## config.mk

```make
export PLATFORM = sky130hd
export DESIGN_NAME = fifo_read_stream_flat
export DESIGN_NICKNAME = d
export VERILOG_FILES = /design/src/rtl/async_fifo_pkg.sv /design/src/rtl/fifo_read_stream_if.sv /design/src/rtl/fifo_read_stream_skid_buf.sv /design/src/rtl/fifo_read_stream.sv /design/src/flat_wrapper.sv
export SDC_FILE = /design/constraint.sdc
export NUM_CORES = 1
export LEC_CHECK = 0
export CORE_MARGIN = 10
export CORE_UTILIZATION = 50
export CTS_CLUSTER_SIZE = 30
export DETAILED_ROUTE_END_ITERATION = 10
export PLACE_DENSITY_LB_ADDON = 0.12
export SLEW_MARGIN = 20
export SYNTH_ARGS = -nofsm -noshare
export SYNTH_HDL_FRONTEND = slang
export SYNTH_SLANG_ARGS = --single-unit
```

## constraint.sdc

```tcl
create_clock -name clk_a -period 2.1 [get_ports clk_a]
set_input_delay 0.315 -clock clk_a [delete_from_list [all_inputs] [get_ports clk_a]]
set_output_delay 0.315 -clock clk_a [all_outputs]
set_load 0.005 [all_outputs]
```

## src/rtl/async_fifo_pkg.sv

```systemverilog
// Shared constants and helpers for the async FIFO read/write handlers.
// Pointer wrap is explicit so non-power-of-two depths work.
package async_fifo_pkg;

  localparam int MIN_SKID_DEPTH = 3;

  function automatic int ptr_inc(input int ptr, input int depth);
    return (ptr == depth - 1) ? 0 : ptr + 1;
  endfunction

endpackage

```

## src/rtl/fifo_read_stream_if.sv

```systemverilog
// Ready/valid stream carrying FIFO words into the A-side consumer.
interface fifo_read_stream_if #(
  parameter int DATA_WIDTH = 4
);

  logic                  m_valid;
  logic [DATA_WIDTH-1:0] m_data;
  logic                  m_ready;

  modport master (output m_valid, output m_data, input m_ready);
  modport slave  (input m_valid, input m_data, output m_ready);

endinterface

```

## src/rtl/fifo_read_stream_skid_buf.sv

```systemverilog
// Circular skid buffer with push/pop/flush; the head entry is presented
// straight from the array so the output is register-driven.
module stream_skid_buf
  import async_fifo_pkg::*;
#(
  parameter int  DATA_WIDTH = 4,
  parameter int  BUF_DEPTH  = 3,
  localparam int PTR_W      = $clog2(BUF_DEPTH),
  localparam int CNT_W      = $clog2(BUF_DEPTH + 1)
) (
  input  logic                  clk_a,
  input  logic                  rst_a,
  input  logic                  flush,
  input  logic                  push,
  input  logic [DATA_WIDTH-1:0] push_data,
  input  logic                  pop,
  output logic [DATA_WIDTH-1:0] pop_data,
  output logic [CNT_W-1:0]      count
);

  logic [DATA_WIDTH-1:0] mem [BUF_DEPTH];
  logic [PTR_W-1:0]      wr_ptr;
  logic [PTR_W-1:0]      rd_ptr;

  always_ff @(posedge clk_a or negedge rst_a) begin
    if (!rst_a) begin
      mem    <= '{default: '0};
      wr_ptr <= '0;
      rd_ptr <= '0;
      count  <= '0;
    end else if (flush) begin
      // Contents are left in place; they are unreachable once count is 0.
      wr_ptr <= '0;
      rd_ptr <= '0;
      count  <= '0;
    end else begin
      if (push) begin
        mem[wr_ptr] <= push_data;
        wr_ptr      <= PTR_W'(ptr_inc(int'(wr_ptr), BUF_DEPTH));
      end
      if (pop) begin
        rd_ptr <= PTR_W'(ptr_inc(int'(rd_ptr), BUF_DEPTH));
      end
      if (push && !pop) begin
        count <= count + CNT_W'(1);
      end else if (pop && !push) begin
        count <= count - CNT_W'(1);
      end
    end
  end

  assign pop_data = mem[rd_ptr];

  overflow_a: assert property (@(posedge clk_a) disable iff (!rst_a)
    !(push && !flush && (count == CNT_W'(BUF_DEPTH))));

  underflow_a: assert property (@(posedge clk_a) disable iff (!rst_a)
    !(pop && !flush && (count == '0)));

endmodule

```

## src/rtl/fifo_read_stream.sv

```systemverilog
// Drains a registered-read async FIFO port into a ready/valid stream.
// Read issue depends only on registered occupancy, never on m_ready.
module fifo_read_stream
  import async_fifo_pkg::*;
#(
  parameter int  DATA_WIDTH = 4,
  parameter int  BUF_DEPTH  = 3,
  localparam int CNT_W      = $clog2(BUF_DEPTH + 1)
) (
  input  logic                  clk_a,
  input  logic                  rst_a,
  input  logic                  fifo_empty,
  input  logic [DATA_WIDTH-1:0] fifo_dout,
  output logic                  fifo_rd_en,
  input  logic                  flush,
  fifo_read_stream_if.master    stream,
  output logic [CNT_W-1:0]      buf_count
);

  if (BUF_DEPTH < MIN_SKID_DEPTH) begin : g_depth_check
    $error("fifo_read_stream: BUF_DEPTH must be at least MIN_SKID_DEPTH");
  end

  logic             inflight;
  logic [CNT_W-1:0] count;
  logic [CNT_W:0]   occupancy;
  logic             push;
  logic             pop;

  // Reserve a slot for every read that has not yet landed.
  assign occupancy  = {1'b0, count} + {{CNT_W{1'b0}}, inflight};
  assign fifo_rd_en = rst_a & ~flush & ~fifo_empty
                    & (occupancy < (CNT_W + 1)'(BUF_DEPTH));

  // Issue stage -> capture stage: fifo_dout is valid one cycle after rd_en.
  always_ff @(posedge clk_a or negedge rst_a) begin
    if (!rst_a) begin
      inflight <= 1'b0;
    end else if (flush) begin
      inflight <= 1'b0;
    end else begin
      inflight <= fifo_rd_en;
    end
  end

  assign push = inflight & ~flush;
  assign pop  = stream.m_valid & stream.m_ready & ~flush;

  stream_skid_buf #(
    .DATA_WIDTH (DATA_WIDTH),
    .BUF_DEPTH  (BUF_DEPTH)
  ) u_skid_buf (
    .clk_a     (clk_a),
    .rst_a     (rst_a),
    .flush     (flush),
    .push      (push),
    .push_data (fifo_dout),
    .pop       (pop),
    .pop_data  (stream.m_data),
    .count     (count)
  );

  assign stream.m_valid = (count != '0);
  assign buf_count      = count;

endmodule

```

## src/flat_wrapper.sv

```systemverilog
// flat-port wrapper written by rule: the top's interface ports become plain ports
module fifo_read_stream_flat import async_fifo_pkg::*;
#(
  parameter int  DATA_WIDTH = 4,
  parameter int  BUF_DEPTH  = 3,
  localparam int CNT_W      = $clog2(BUF_DEPTH + 1)
)
  (clk_a, rst_a, fifo_empty, fifo_dout, fifo_rd_en, flush, buf_count, stream_m_valid, stream_m_data, stream_m_ready);
  fifo_read_stream_if #(.DATA_WIDTH(DATA_WIDTH)) stream_i ();
  input  logic clk_a;
  input  logic rst_a;
  input  logic fifo_empty;
  input  logic [DATA_WIDTH-1:0] fifo_dout;
  output logic fifo_rd_en;
  input  logic flush;
  output logic [CNT_W-1:0] buf_count;
  output wire logic [$bits(stream_i.m_valid)-1:0] stream_m_valid;
  output wire logic [$bits(stream_i.m_data)-1:0] stream_m_data;
  input wire logic [$bits(stream_i.m_ready)-1:0] stream_m_ready;
  assign stream_m_valid = stream_i.m_valid;
  assign stream_m_data = stream_i.m_data;
  assign stream_i.m_ready = stream_m_ready;
  fifo_read_stream #(.DATA_WIDTH(DATA_WIDTH), .BUF_DEPTH(BUF_DEPTH)) u_core (.clk_a(clk_a), .rst_a(rst_a), .fifo_empty(fifo_empty), .fifo_dout(fifo_dout), .fifo_rd_en(fifo_rd_en), .flush(flush), .stream(stream_i), .buf_count(buf_count));
endmodule
```

Word level (Yosys, flattened, before mapping)
Index checks and enable logic that the tools add are counted.
- register bits: 19
- latch bits: 0
- bits in writable memories: 0
- memory bits (read-only): 0
- input bits: 9
- output and inout port bits: 8
- word-level logic and storage cells: 54
- memories: 0
- $add $sub $neg: 5
- multipliers: 0
- div/mod/pow operators: 0
- order comparisons: 4
- equal/unequal tests: 2
- shifts and indexed selects: 0
- muxes and demuxes: 16
- bitwise logic cells: 10
- reductions and logical operators: 10
- operators with widths (cell ; count):
    2-to-1 mux 2 bit ; 9
    bitwise mux 12 bit ; 1
    2-to-1 mux 4 bit ; 3
    binary-select mux 4 bit (select 2 bit) ; 1
    demux 4 bit (select 2 bit) ; 1
    adder 2 x 1 -> 2 bit, second input constant ; 3
    AND 1 bit ; 6
    greater-or-equal comparator 3 bit, second input constant ; 2
    inverter 2 -> 3 bit ; 2
    nonzero test 2 bit ; 3
    == test 2 bit, second input constant ; 2
    adder 2 x 1 -> 3 bit ; 1
    logical AND 1 bit ; 3
    < comparator 3 x 1 -> 1 bit, second input constant ; 1
    < comparator 3 x 2 -> 1 bit, second input constant ; 1
    nonzero test 3 bit ; 1
    logical NOT 1 bit ; 2
    inverter 1 bit ; 2
    AND reduction 2 bit ; 1
    subtractor 2 x 1 -> 2 bit, second input constant ; 1
    2-to-1 mux 1 bit ; 1

Longest topological paths before layout
- depth in word-level cells: 7
- depth in mapped cells: 4
- depth with buffers taken out: 4

Cells and area by module
Synthesis repeated with hierarchy kept, for this count alone.
- cells, all modules: 78
- area, all modules: 970.9 sq um
- modules (own cells, without submodules) (module ; instances ; cells an instance ; area an instance (sq um) ; sequential area each (sq um)):
    stream_skid_buf ; 1 ; 69 ; 875.8 ; 450.4
    fifo_read_stream ; 1 ; 9 ; 95.1 ; 25.0

Worst setup path before layout
No wires, ideal clock.
- path type: flip-flop to output port
- start point: reg u_core.u_skid_buf.count[0]
- end point: out fifo_rd_en
- arrival time: 1.430 ns
- required time: 1.785 ns
- setup slack: 0.355 ns
- stages on the path, launching flop included: 5
- buffers on the path: 0
- cells stage by stage: dfrtp_1 > ha_1 > ha_1 > or4b_1 > a21oi_1
- longest elaborated chain between the ends: 3
- RTL lines (element ; line ; source):
    start, declared ; fifo_read_stream_skid_buf.sv:18 ; output logic [CNT_W-1:0] count
    start signal, assigned ; fifo_read_stream_skid_buf.sv:45 ; count <= count + CNT_W'(1);
    start signal, assigned ; fifo_read_stream_skid_buf.sv:47 ; count <= count - CNT_W'(1);
    adder 2 x 1 -> 3 bit ; fifo_read_stream.sv:31 ; assign occupancy = {1'b0, count} + {{CNT_W{1'b0}}, inflight};
    < comparator 3 x 2 -> 1 bit ; fifo_read_stream.sv:33 ; & (occupancy < (CNT_W + 1)'(BUF_DEPTH));
    AND 1 bit ; fifo_read_stream.sv:33 ;
    end, declared ; flat_wrapper.sv:14 ; output logic fifo_rd_en;
Every way passes these cells.

Worst setup path in the final report
Same ends and word-level chain as after synthesis.

==> impl_metrics.ini <==
[placed_design]
dp_slack_ns = -0.217
hpwl_mm = 1.61
placed_area_um2 = 1180
dp.cells = 122
portBuffers = 16
globalplace.congestion = 0.701

[finish]
fin_util_pct = 71.3
fin_cells = 128
fin_nets = 115
syn2layout_area_growth_pct = 32.0
antenna_cells = 0
drive_above_1_share_pct = 34.0
final_area_um2 = 1260
final_common_cell = dfrtp_1
layout_common_cells = 18 x dfrtp_1, 14 x clkdlybuf4s50_1, 12 x mux2_2

[worst_setup_path]
reg2reg_from = u_core.inflight$_DFF_PN0_
r2r_cells = 5
critPathCaptureType = primary output
timing.rr.end = u_core.u_skid_buf.mem[3]$_DFFE_PN0P_
critPathLaunch = u_core.u_skid_buf.count[0]$_DFFE_PN0P_
cp.arrival_ns = 1.81
cp-start-kind = flop
endpoint = fifo_rd_en
path_class = reg2out
cp_max_fo = 2
reg2reg_slack_ns = 0.47
critPathRequiredTime_ns = 1.78

[synth]
synth_top_family_by_area = multiplexers
muxShareOfSynthArea_pct = 20.5
synth-seq-cells = 19
synth-edff-count = 0
synth_cells = 77
synth-simple-area-share_pct = 17.7
synth_warnings = 0
seq_area_frac_synth_pct = 49.9
synth-xor-area-share_pct = 0
synth_nets = 88
synth-compound-area-share_pct = 8.14
ys_types = 23
synthAdderAreaFrac_pct = 2.62
synthArstFlopShare_pct = 100
syn_area_um2 = 953
ys.flop_type = dfrtp_1
avgSynthCellArea_um2 = 12.4

[floorplanning]
rows = 15
pin_count = 17
die-height_um = 63.7
start_util_pct = 54.0
die_x_um = 63.7
core_region_area_um2 = 1760
die_area_um2 = 4050

[global_route]
grt_use_total_pct = 10.8
grt_max_degree = 20
grt_antenna_before_repair = 0
grt_pass1_vias = 688
gr-total-overflow = 0
grt_pass1_wl_mm = 3.39

[routing]
drcViolationCount = 0
avgRoutedWirePerCell_um = 16.5
first_iter_violations = 11
via_per_inst = 5.37
drt-pass1-iter-count = 4
routed_wl_mm = 2.11
vias = 687
ant_nets = 0

[hold_path]
holdCritPathClass = in2async

[pwr]
power_frac_clock_pct = 23.8
pwr-share-comb_pct = 20.8
power_frac_seq_pct = 55.4
switching_share_pct = 24.6
powerDensity_nw_per_um2 = 610
p_sw_mw = 0.189
p_int_mw = 0.579
power_leakage_nw = 0.536
ir_drop_v = 0.000540

[timing]
period_share_pct = 101
worst_slack_ns = -0.0241
slew_headroom_pct = 73.7
tightest_slew_ns = 0.390
fin_crit_ns = 2.12
report.final.hold_viol_count = 0
slew_violations = 0
tns_ns = -0.0241
timing.fmax_ghz = 0.471
setup_viol = 1
rsz0062_at_grt = true
fin_skew_ns = 0.00297

[clock_network]
clock-root-buffer = clkbuf_4
clkTransAtPathRegs_ns = 0.10
cts.hold.buffers_added = 0
cts_buffer_depth = 2
htreeDepth = 1
clk_latency_ns = 0.30
numClockSinks = 19
cts_buffers = 3
cts_tree = yes

[run]
maxCapViolations = 0

[outcome]
violations = negative setup slack
status = complete, but fails checks
-- flip-flops by register name, summed over array words and instances, names as in the netlist --
signal and count:
u_core.u_skid_buf.rd_ptr 2, u_core.u_skid_buf.count 2, u_core.u_skid_buf.mem 12, u_core.inflight 1
u_core.u_skid_buf.wr_ptr 2
-- critical path, cell delays in order, from the launching register on --
cell,delay (ns)
dfrtp_1,0.43
ha_4,0.18
ha_4,0.15
or4b_4,0.52
a21oi_2,0.11
buf_2,0.12
-- cell families (layout without fill, tap and decap cells) --
kind of cell | count (synthesis) | after routing
buf+inv | 2 | 28
mux | 18 | 18
fa+ha+maj | 2 | 2
simple gates | 22 | 22
compound gates | 14 | 14
flops | 19 | 19
-- Yosys cell counts, types with 2 or more instances --
cell type / instances / share of area [%]
a21oi_1: 6 / 3.1
nand2b_1: 2 / 1.3
ha_1: 2 / 2.6
dfrtp_1: 19 / 50
nor3b_4: 2 / 3.9
mux2_2: 12 / 14
nand3b_1: 2 / 1.6
nor2_1: 3 / 1.2
nand2_1: 5 / 2.0
mux2i_1: 6 / 6.3
o21ai_0: 6 / 3.1
-- cell type report --
class | instances | area (um^2)
clock buffers | 4 | 26.3
fillers | 148 | 505
multi-input cells | 56 | 507
flip-flops and latches | 19 | 477
well taps | 25 | 31.3
repair buffers | 24 | 218
-- worst min path at each step --
stage	startpoint	endpoint	depth (start not counted)
floorplan	rst_a	u_core.inflight$_DFF_PN0_	0
global placement	u_core.u_skid_buf.mem[6]$_DFFE_PN0P_	u_core.u_skid_buf.mem[6]$_DFFE_PN0P_	1
detailed placement	u_core.u_skid_buf.mem[2]$_DFFE_PN0P_	u_core.u_skid_buf.mem[2]$_DFFE_PN0P_	1
CTS	rst_a	u_core.u_skid_buf.mem[8]$_DFFE_PN0P_	2
global route	rst_a	u_core.u_skid_buf.count[1]$_DFFE_PN0P_	2
finish	rst_a	u_core.u_skid_buf.count[1]$_DFFE_PN0P_	2
-- power groups by stage --
stage | sequential [mW] | clock, mW | combinational (mW)
after floorplan | 0.426 | 0 | 0.0695
after global placement | 0.429 | 0 | 0.154
after detailed placement | 0.432 | 0 | 0.159
after CTS | 0.424 | 0.193 | 0.160
after global routing | 0.432 | 0.208 | 0.176
final | 0.425 | 0.183 | 0.160
-- through the flow --
stage | power (mW) | hold slack (ns)
after detailed placement | 0.591 | 0.496
after global placement | 0.583 | 0.489
after global routing | 0.816 | 0.426
after floorplan | 0.496 | 0.0194
final | 0.768 | 0.412
after CTS | 0.778 | 0.434
-- routing by layer --
layer / vias to the layer above / track usage, % / share of wire (%)
met5: - / 0 / 0
met1: 340 / 11.6 / 41
met4: 0 / 4.10 / 1.0
met2: 12 / 18.7 / 54
li1: 331 / - / -
met3: 4 / 4.06 / 4.1
-- what timing repair did --
item / 4_1_cts / 5_1_grt
setup buffers: 0 / 2
pin swaps: 0 / 2
endpoints found under the setup margin: 5 / 5
resized for setup: 8 / 8
Power figures use the tool's default switching activity.
